$ cat config.mk
export PLATFORM = sky130hd
export DESIGN_NAME = vram_write_arbiter
export DESIGN_NICKNAME = d
export VERILOG_FILES = /design/src/rtl/vga_pkg.sv /design/src/rtl/vram_write_arbiter_rr_pick.sv /design/src/rtl/vram_write_arbiter.sv
export SDC_FILE = /design/constraint.sdc
export NUM_CORES = 1
export LEC_CHECK = 0
export CORE_ASPECT_RATIO = 1.4
export CORE_MARGIN = 8
export CORE_UTILIZATION = 32
export CTS_BUF_LIST = sky130_fd_sc_hd__clkbuf_16
export DETAILED_ROUTE_END_ITERATION = 10
export GPL_TIMING_DRIVEN = 0
export PLACE_DENSITY = 0.72
export SLEW_MARGIN = 20
export SYNTH_ARGS = -nofsm -noshare
export SYNTH_HDL_FRONTEND = slang
export SYNTH_SLANG_ARGS = --single-unit
export TNS_END_PERCENT = 30
$ cat constraint.sdc
create_clock -name clk -period 6.46 [get_ports clk]
set_clock_uncertainty 0.15 [all_clocks]
set_input_delay 1.615 -clock clk [delete_from_list [all_inputs] [get_ports clk]]
set_output_delay 1.615 -clock clk [all_outputs]
set_load 0.02 [all_outputs]
$ cat src/rtl/vga_pkg.sv
// Shared constants for the 160x120 VGA adapter and the puzzle's drawing engines.
package vga_pkg;

  // Visible screen size in pixels
  localparam int WIDTH  = 160;
  localparam int HEIGHT = 120;

  // Coordinate and colour widths used on the adapter's write port
  localparam int VGA_X_W      = 8;
  localparam int VGA_Y_W      = 7;
  localparam int VGA_COLOUR_W = 3;

  // Engine indices on the arbiter's request vector
  localparam int ENG_CLEAR  = 0;
  localparam int ENG_GRID   = 1;
  localparam int ENG_BANNER = 2;
  localparam int ENG_NUM    = 3;

endpackage

$ cat src/rtl/vram_write_arbiter_rr_pick.sv
// Combinational round-robin picker: returns the first requester at or after
// rr_ptr, searching upward with wrap-around, plus a valid flag.
module rr_pick #(
  parameter int NREQ = 4
) (
  input  logic [NREQ-1:0]         req,
  input  logic [$clog2(NREQ)-1:0] rr_ptr,
  output logic [$clog2(NREQ)-1:0] win,
  output logic                    valid
);

  localparam int IDX_W = $clog2(NREQ);

  logic [IDX_W-1:0] cand_s [NREQ];

  // Candidate search order: rr_ptr, rr_ptr+1, ... modulo NREQ
  always_comb begin
    for (int i = 0; i < NREQ; i++) begin
      cand_s[i] = IDX_W'((int'(rr_ptr) + i) % NREQ);
    end
  end

  // The first requesting candidate in search order wins
  always_comb begin
    win   = '0;
    valid = 1'b0;
    for (int i = 0; i < NREQ; i++) begin
      if (!valid && req[cand_s[i]]) begin
        win   = cand_s[i];
        valid = 1'b1;
      end else begin
        valid = valid;
      end
    end
  end

endmodule

$ cat src/rtl/vram_write_arbiter.sv
// Single-writer arbiter for the VGA adapter write port. Engines hold the port
// for a whole burst; release is by a last-tagged plot, by dropping req, or by
// the watchdog when the owner stops plotting.
module vram_write_arbiter
  import vga_pkg::*;
#(
  parameter int NREQ     = 4,
  parameter int X_W      = VGA_X_W,
  parameter int Y_W      = VGA_Y_W,
  parameter int COLOUR_W = VGA_COLOUR_W,
  parameter int TIMEOUT  = 1023
) (
  input  logic                     clk,
  input  logic                     resetn,
  input  logic [NREQ-1:0]          req,
  input  logic [NREQ-1:0]          plot,
  input  logic [NREQ-1:0]          last,
  input  logic [NREQ*X_W-1:0]      x_in,
  input  logic [NREQ*Y_W-1:0]      y_in,
  input  logic [NREQ*COLOUR_W-1:0] colour_in,
  output logic [NREQ-1:0]          grant,
  output logic [$clog2(NREQ)-1:0]  owner,
  output logic                     busy,
  output logic [X_W-1:0]           vga_x,
  output logic [Y_W-1:0]           vga_y,
  output logic [COLOUR_W-1:0]      vga_colour,
  output logic                     vga_plot,
  output logic                     timeout_err
);

  localparam int IDX_W = $clog2(NREQ);
  localparam int WD_W  = $clog2(TIMEOUT + 1);

  localparam logic [0:0] ST_IDLE   = 1'b0;
  localparam logic [0:0] ST_ACTIVE = 1'b1;

  localparam logic [WD_W-1:0] WD_MAX = WD_W'(TIMEOUT);

  // Registered state
  logic [0:0]          state_r;
  logic [IDX_W-1:0]    rr_ptr_r;
  logic [WD_W-1:0]     wd_r;
  logic [NREQ-1:0]     grant_r;
  logic [IDX_W-1:0]    owner_r;
  logic                busy_r;
  logic [X_W-1:0]      vga_x_r;
  logic [Y_W-1:0]      vga_y_r;
  logic [COLOUR_W-1:0] vga_colour_r;
  logic                vga_plot_r;
  logic                timeout_err_r;

  // Next-state and selection signals
  logic [0:0]          state_nxt_s;
  logic [IDX_W-1:0]    rr_ptr_nxt_s;
  logic [WD_W-1:0]     wd_nxt_s;
  logic [NREQ-1:0]     grant_nxt_s;
  logic [IDX_W-1:0]    owner_nxt_s;
  logic                terr_nxt_s;
  logic                fwd_s;
  logic [IDX_W-1:0]    pick_idx_s;
  logic                pick_vld_s;
  logic                own_req_s;
  logic                own_plot_s;
  logic                own_last_s;
  logic [X_W-1:0]      own_x_s;
  logic [Y_W-1:0]      own_y_s;
  logic [COLOUR_W-1:0] own_colour_s;
  logic [WD_W-1:0]     wd_inc_s;
  logic                wd_hit_s;
  logic [IDX_W-1:0]    ptr_after_owner_s;

  rr_pick #(
    .NREQ (NREQ)
  ) u_rr_pick (
    .req    (req),
    .rr_ptr (rr_ptr_r),
    .win    (pick_idx_s),
    .valid  (pick_vld_s)
  );

  // Only the current owner's lanes are ever looked at
  assign own_req_s    = req[owner_r];
  assign own_plot_s   = plot[owner_r];
  assign own_last_s   = last[owner_r];
  assign own_x_s      = x_in[int'(owner_r)*X_W +: X_W];
  assign own_y_s      = y_in[int'(owner_r)*Y_W +: Y_W];
  assign own_colour_s = colour_in[int'(owner_r)*COLOUR_W +: COLOUR_W];

  // Saturating watchdog increment; the limit is reached when the next count hits TIMEOUT
  assign wd_inc_s = (wd_r >= WD_MAX) ? WD_MAX : (wd_r + WD_W'(1));
  assign wd_hit_s = (wd_inc_s >= WD_MAX);

  assign ptr_after_owner_s = IDX_W'((int'(owner_r) + 1) % NREQ);

  // Arbitration FSM, watchdog and release decisions
  always_comb begin
    state_nxt_s  = state_r;
    rr_ptr_nxt_s = rr_ptr_r;
    wd_nxt_s     = wd_r;
    grant_nxt_s  = grant_r;
    owner_nxt_s  = owner_r;
    terr_nxt_s   = 1'b0;
    fwd_s        = 1'b0;
    case (state_r)
      ST_IDLE: begin
        grant_nxt_s = '0;
        wd_nxt_s    = '0;
        if (pick_vld_s) begin
          state_nxt_s = ST_ACTIVE;
          grant_nxt_s = NREQ'(1) << pick_idx_s;
          owner_nxt_s = pick_idx_s;
        end else begin
          state_nxt_s = ST_IDLE;
        end
      end
      ST_ACTIVE: begin
        // Any owner plot is forwarded, including one that coincides with release
        fwd_s = own_plot_s;
        if (own_plot_s) begin
          wd_nxt_s = '0;
        end else begin
          wd_nxt_s = wd_inc_s;
        end
        if ((own_plot_s && own_last_s) || !own_req_s || (!own_plot_s && wd_hit_s)) begin
          state_nxt_s  = ST_IDLE;
          grant_nxt_s  = '0;
          wd_nxt_s     = '0;
          rr_ptr_nxt_s = ptr_after_owner_s;
          // Abandon and normal release win over the watchdog
          terr_nxt_s   = own_req_s && !own_plot_s && wd_hit_s;
        end else begin
          state_nxt_s = ST_ACTIVE;
        end
      end
      default: begin
        state_nxt_s = ST_IDLE;
        grant_nxt_s = '0;
        wd_nxt_s    = '0;
      end
    endcase
  end

  // State, arbitration and output registers with synchronous active-low reset
  always_ff @(posedge clk) begin
    if (!resetn) begin
      state_r       <= ST_IDLE;
      rr_ptr_r      <= '0;
      wd_r          <= '0;
      grant_r       <= '0;
      owner_r       <= '0;
      busy_r        <= 1'b0;
      vga_x_r       <= '0;
      vga_y_r       <= '0;
      vga_colour_r  <= '0;
      vga_plot_r    <= 1'b0;
      timeout_err_r <= 1'b0;
    end else begin
      state_r       <= state_nxt_s;
      rr_ptr_r      <= rr_ptr_nxt_s;
      wd_r          <= wd_nxt_s;
      grant_r       <= grant_nxt_s;
      owner_r       <= owner_nxt_s;
      busy_r        <= |grant_nxt_s;
      vga_plot_r    <= fwd_s;
      timeout_err_r <= terr_nxt_s;
      if (fwd_s) begin
        vga_x_r      <= own_x_s;
        vga_y_r      <= own_y_s;
        vga_colour_r <= own_colour_s;
      end else begin
        vga_x_r      <= vga_x_r;
        vga_y_r      <= vga_y_r;
        vga_colour_r <= vga_colour_r;
      end
    end
  end

  assign grant       = grant_r;
  assign owner       = owner_r;
  assign busy        = busy_r;
  assign vga_x       = vga_x_r;
  assign vga_y       = vga_y_r;
  assign vga_colour  = vga_colour_r;
  assign vga_plot    = vga_plot_r;
  assign timeout_err = timeout_err_r;

endmodule

Word level (Yosys, flattened, before mapping):

Index checks and enable logic that the tools add are counted.

* register bits: 40
* output and inout bits: 27
* logic and storage cells: 81

* shift-type cells: 4
* add/sub/neg operators: 5
* $mul: 2
* muxes and demuxes: 33
* $lt $le $gt $ge: 7
* bitwise gates (word level): 1
* reduce and logical (&&, ||, !) cells: 18

Operators by type and width (count)
* 32-bit by 6-bit indexed part select with 8-bit output: 1
* 10-bit two-way mux: 3
* 28-bit by 6-bit indexed part select with 7-bit output: 1
* 10-bit >= comparator (second input constant): 2
* 10-bit one-hot mux with 2 select lines: 1
* 2-bit by 3-bit less-than comparator with 1-bit output (second input constant): 5
* 1-bit binary-select mux with 2-bit select: 7
* 1-bit two-way mux: 14
* 12-bit by 5-bit indexed part select with 3-bit output: 1
* 10-bit by 1-bit adder with 10-bit output (second input constant): 1
* 2-bit two-way mux: 4
* 4-bit two-way mux: 2
* 4-bit one-hot mux with 2 select lines: 1
* 1-bit logical AND: 7
* 1-bit zero test: 5
* 2-bit by 3-bit multiplier with 5-bit output (second input constant): 1
* 2-bit by 1-bit adder with 2-bit output (second input constant): 2
* 2-bit adder (second input constant): 2
* 2-bit by 2-bit multiplier with 4-bit output (second input constant): 1
* 2-bit AND reduction: 2
* 4-bit OR reduction: 1
* 1-bit by 2-bit << shifter with 4-bit output (first input constant): 1
* 3-bit AND reduction: 1
* 1-bit logical OR: 2
* other kinds (2): 2

Longest topological paths before layout:

* depth after elaboration: 16
* depth in mapped cells: 7

Modules after synthesis:

From an unflattened synthesis, not the netlist that was laid out.

* cell total of the unflattened synthesis: 233
* area, all modules: 2275.9 um^2

By module, submodules not included
* vram_write_arbiter: cells each 218, instances 1, area each 2198.4 um^2, seq. area each 800.8 um^2
* rr_pick: cells each 15, instances 1, area each 77.6 um^2, seq. area each 0.0 um^2

Least setup slack after synthesis:

No wires, ideal clock.

* path type: input port to flip-flop
* from: input plot[3]
* to: register rr_ptr_r[0]
* setup time: 72 ps
* stages: 5
* setup slack: 3030 ps
* data required time: 6238 ps
* arrival: 3208 ps
* buffers on the path: 1
* cells stage by stage: mux4_2 or3_1 buf_6 o41ai_4 mux2i_1

* longest elaborated chain between the ends: 6

RTL lines
* start, declared: line vram_write_arbiter.sv:16 `input logic [NREQ-1:0] plot,`
* 1-bit binary-select mux with 2-bit select *: line vram_write_arbiter.sv:83 `assign own_plot_s = plot[owner_r];`
* 1-bit two-way mux (implied by the code) *: line vram_write_arbiter.sv:83
* 1-bit logical AND or 1-bit zero test (tied branches): line vram_write_arbiter.sv:124 `if ((own_plot_s && own_last_s) || !own_req_s || (!own_plot_s && wd_hit_s)) begin`
* 1-bit logical OR or 1-bit logical AND (tied branches): line vram_write_arbiter.sv:124
* 1-bit logical OR *: line vram_write_arbiter.sv:124
* 2-bit AND reduction (no source line) *
* end signal, assigned: line vram_write_arbiter.sv:159 `rr_ptr_r <= rr_ptr_nxt_s;`
* end, declared: line vram_write_arbiter.sv:41 `logic [IDX_W-1:0] rr_ptr_r;`

Mark *: on every way between the ends. The rest lies on a longest branch, timed or not. The select of a mux whose other input is x is not followed.
A chain may end at the register's enable or synchronous reset.

Worst setup path after layout:

* from: input plot[3]
* to: register grant_r[2], in the netlist grant[2]

* longest elaborated chain between the ends: 7

RTL lines
* 1-bit binary-select mux with 2-bit select *: line vram_write_arbiter.sv:83
* 1-bit two-way mux (implied by the code) *: line vram_write_arbiter.sv:83
* 1-bit logical AND or 1-bit zero test (tied branches): line vram_write_arbiter.sv:124
* 1-bit logical OR or 1-bit logical AND (tied branches): line vram_write_arbiter.sv:124
* 1-bit logical OR *: line vram_write_arbiter.sv:124
* 4-bit two-way mux *: line vram_write_arbiter.sv:124
* 4-bit one-hot mux with 2 select lines *: line vram_write_arbiter.sv:104 `case (state_r)`
* end signal, assigned: line vram_write_arbiter.sv:161 `grant_r <= grant_nxt_s;`
* end, declared: line vram_write_arbiter.sv:43 `logic [NREQ-1:0] grant_r;`

Marked as above.

==> results by group <==
Final layout
  – Post-route insts no fill: 438
  – Multi-input gate area: 0.001361 sq mm
  – Share of layout cells above drive strength 1: 0.1020
  – Register area: 800.8 sq um
  – Commonest non-fill, non-tap cells in the layout: 112 x clkdlybuf4s50_1, 48 x nand2_1, 40 x dfxtp_1
  – Fin nets: 429
  – Finished Cell Area: 0.003652 sq mm
  – Final core utilization: 0.5300
  – Fill cells: 644
  – Area growth syn-to-layout: 62.35%
  – Ant diodes: 0
  – Most common cell after layout, fill and taps aside: clkdlybuf4s50_1

Timing
  – Least-Margin Pin Slew: 898.1 ps
  – Final hold violation count: 0
  – Fmax: 270.7 MHz
  – Fin Setup TNS: 0 ps
  – Setup violators final: 0
  – Relative slew slack: 0.3949
  – RSZ-0062 raised after global routing: false
  – Fin crit share: 0.5719
  – Fin Hold WS: 310.3 ps
  – Post-route minimum period: 3695 ps
  – Worst setup margin: 2765 ps
  – Final Max Slew Viols: 0

Floorplanning
  – Core ar.: 0.006892 sq mm
  – Row count: 36
  – DIE WIDTH: 86.86 um
  – Die Height: 115.2 um
  – Top-Level Pins: 113
  – Starting Density: 0.3264
  – Full die area: 0.01001 sq mm

Setup path
  – Critical path's largest stage delay: 530 ps
  – CP Max Fanout: 7
  – Critical Path Start Type: input port
  – CP max stage cell: mux4_2
  – Endpoint type of the worst setup path: register
  – Worst Path Arrival: 3690 ps
  – CP Cell Sequence: clkdlybuf4s50_1, mux4_2, or3_1, buf_6, o311ai_4, o32ai_1
  – CP Class: in -> reg
  – Worst Path Required: 6450 ps
  – Worst path bufs/invs: 2
  – CP delay by family, top: compound AO/OA/AOI/OAI gates

Route
  – Initial DRC count: 60
  – Routed WL per cell: 15.69 um
  – Final WL: 6.872 mm
  – Number of routed nets with antenna violations: 0
  – DR DRC count: 0
  – Vias: 2,187
  – DR pass1 iterations: 4
  – Vias/cell: 4.993

Place
  – DP Cell Count: 430
  – RePlAce Congestion: 0.7914
  – Placed Area: 0.003490 sq mm
  – Port-buffer cells: 112
  – Dpl hpwl: 5.628 mm
  – Dpl ws: 2460 ps

Outcome
  – Status: completed

Clock tree
  – CTS tree: done
  – Number of H-tree levels: 2
  – Clk buf depth: 2
  – Hold buffers post-CTS: 0
  – CTS buffer count: 5
  – # resized after CTS: 0
  – Clk_lat worst skew: 280 ps
  – CTS Root Buffer Type: clkbuf_16
  – Clk slew on worst S/H paths: 60 ps
  – # Post-CTS Setup Buffers: 0
  – Clock Sink Count: 40

GRT
  – Met2 Use GR: 0.2529
  – Initial antenna violation count: 0
  – Number of global-route vias before repair: 2,402
  – Gr ovfl total: 0
  – GR Util All Layers: 0.1417
  – Global-route wire length before repair: 11.23 mm
  – Global route hottest layer: met2
  – M1 GR Usage: 0.1382
  – GRT met3 Usage: 0.06581
  – Largest net degree at the start of global routing: 13

Synth
  – Sequential fraction of the synthesis area: 0.3560
  – Post-synthesis register bit count: 40
  – Netlist Area Pre-Place: 0.002250 sq mm
  – Syn_nets: 310
  – Synthesis Warnings: 0
  – Syn Inst Count: 223
  – Yosys cell types: 40
  – Post-synthesis area per instance: 10.09 sq um

Power and ir drop
  – Power, Total: 0.7587 mW
  – Leakage power: 1.248 nW
  – VDD IR max: 0.0001336 V
  – PD cells: 207.7 mW/mm^2

Hold path
  – HP Class: reg -> reg

Flow run
  – Max-cap violations: 0
state kept, by name (all words and copies together) (netlist names):
register     count
vga_x            8
wd_r            10
state_r          1
owner            2
vga_colour       3
busy             1
vga_plot         1
vga_y            7
timeout_err      1
grant            4
rr_ptr_r         2
metal layers:
metal,wire [um],vias to the layer above
met1,2450,1036
met3,691,6
met5,0,-
li1,-,1060
met4,69,0
met2,3661,85
synthesized netlist by cell type, drive strengths merged:
master,instances,area [sq um]
and4,4,35.03
a31oi,2,12.51
o211ai,2,15.01
o22ai,4,25.02
o22a,1,8.760
nor4,2,12.51
nor2,8,30.03
a21boi,19,142.6
nand3,3,15.01
o21a,1,7.510
o41ai,1,27.53
and2,3,18.77
dfxtp,40,800.8
o32ai,2,17.52
nand2b,5,31.28
o311ai,2,52.55
mux2i,5,50.05
a21o,1,7.510
nand3b,1,7.510
or4b,1,10.01
a31o,1,8.760
clkbuf,8,30.03
nor2b,4,25.02
ha,1,12.51
buf,4,31.27
o21bai,1,7.510
nor3,2,10.01
a211oi,1,7.510
or3,2,12.51
and3,1,6.260
inv,7,26.28
xor2,2,17.52
nand2,48,180.2
nand4,1,6.260
xnor2,2,17.52
o21ai,2,10.01
a21oi,8,40.04
mux4,21,473.0
worst paths after layout:
path	to	start	slack, ps	depth (start not counted)
min reg2reg	vga_y[6]	vga_y[6]	310	2
min	vga_y[6]	vga_y[6]	310	2
max	grant[2]	plot[3]	2770	6
max reg2reg	wd_r[0]	wd_r[0]	3870	6
worst register-to-register path, stage by stage, from the launching register on:
cell and delay (ps):
dfxtp_1 380, ha_1 270, nand4_1 220, or4b_2 720, o211ai_1 340, o311ai_4 230, a21oi_1 190
power breakdown:
group	internal, mW	switching (mW)
sequential	0.264	0.0118
combinational	0.123	0.0853
clock	0.179	0.0958
total	0.566	0.193
kinds of logic (layout without fill, tap and decap cells):
kind of cell             count (synthesis)  after routing  synth area share
adder cells (fa/ha/maj)                  1              1          0.005561
XOR/XNOR                                 4              4           0.01558
buffers and inverters                   19            139           0.03893
flip-flops                              40             40            0.3560
multiplexers                            26             26            0.2325
AO/OA/AOI/OAI                           48             48            0.1735
AND/OR/NAND/NOR                         85             85            0.1780
cell type report:
| type | count | share of cell area |
|---|---|---|
| plain buffers | 12 | 0.01679 |
| clock buffers | 5 | 0.03426 |
| clock inverters | 3 | 0.01028 |
| inverters | 7 | 0.007194 |
| multi-input cells | 164 | 0.3727 |
| flip-flops and latches | 40 | 0.2193 |
| well taps | 95 | 0.03255 |
| repair buffers | 112 | 0.3070 |
(Power assumes the default switching activity.)
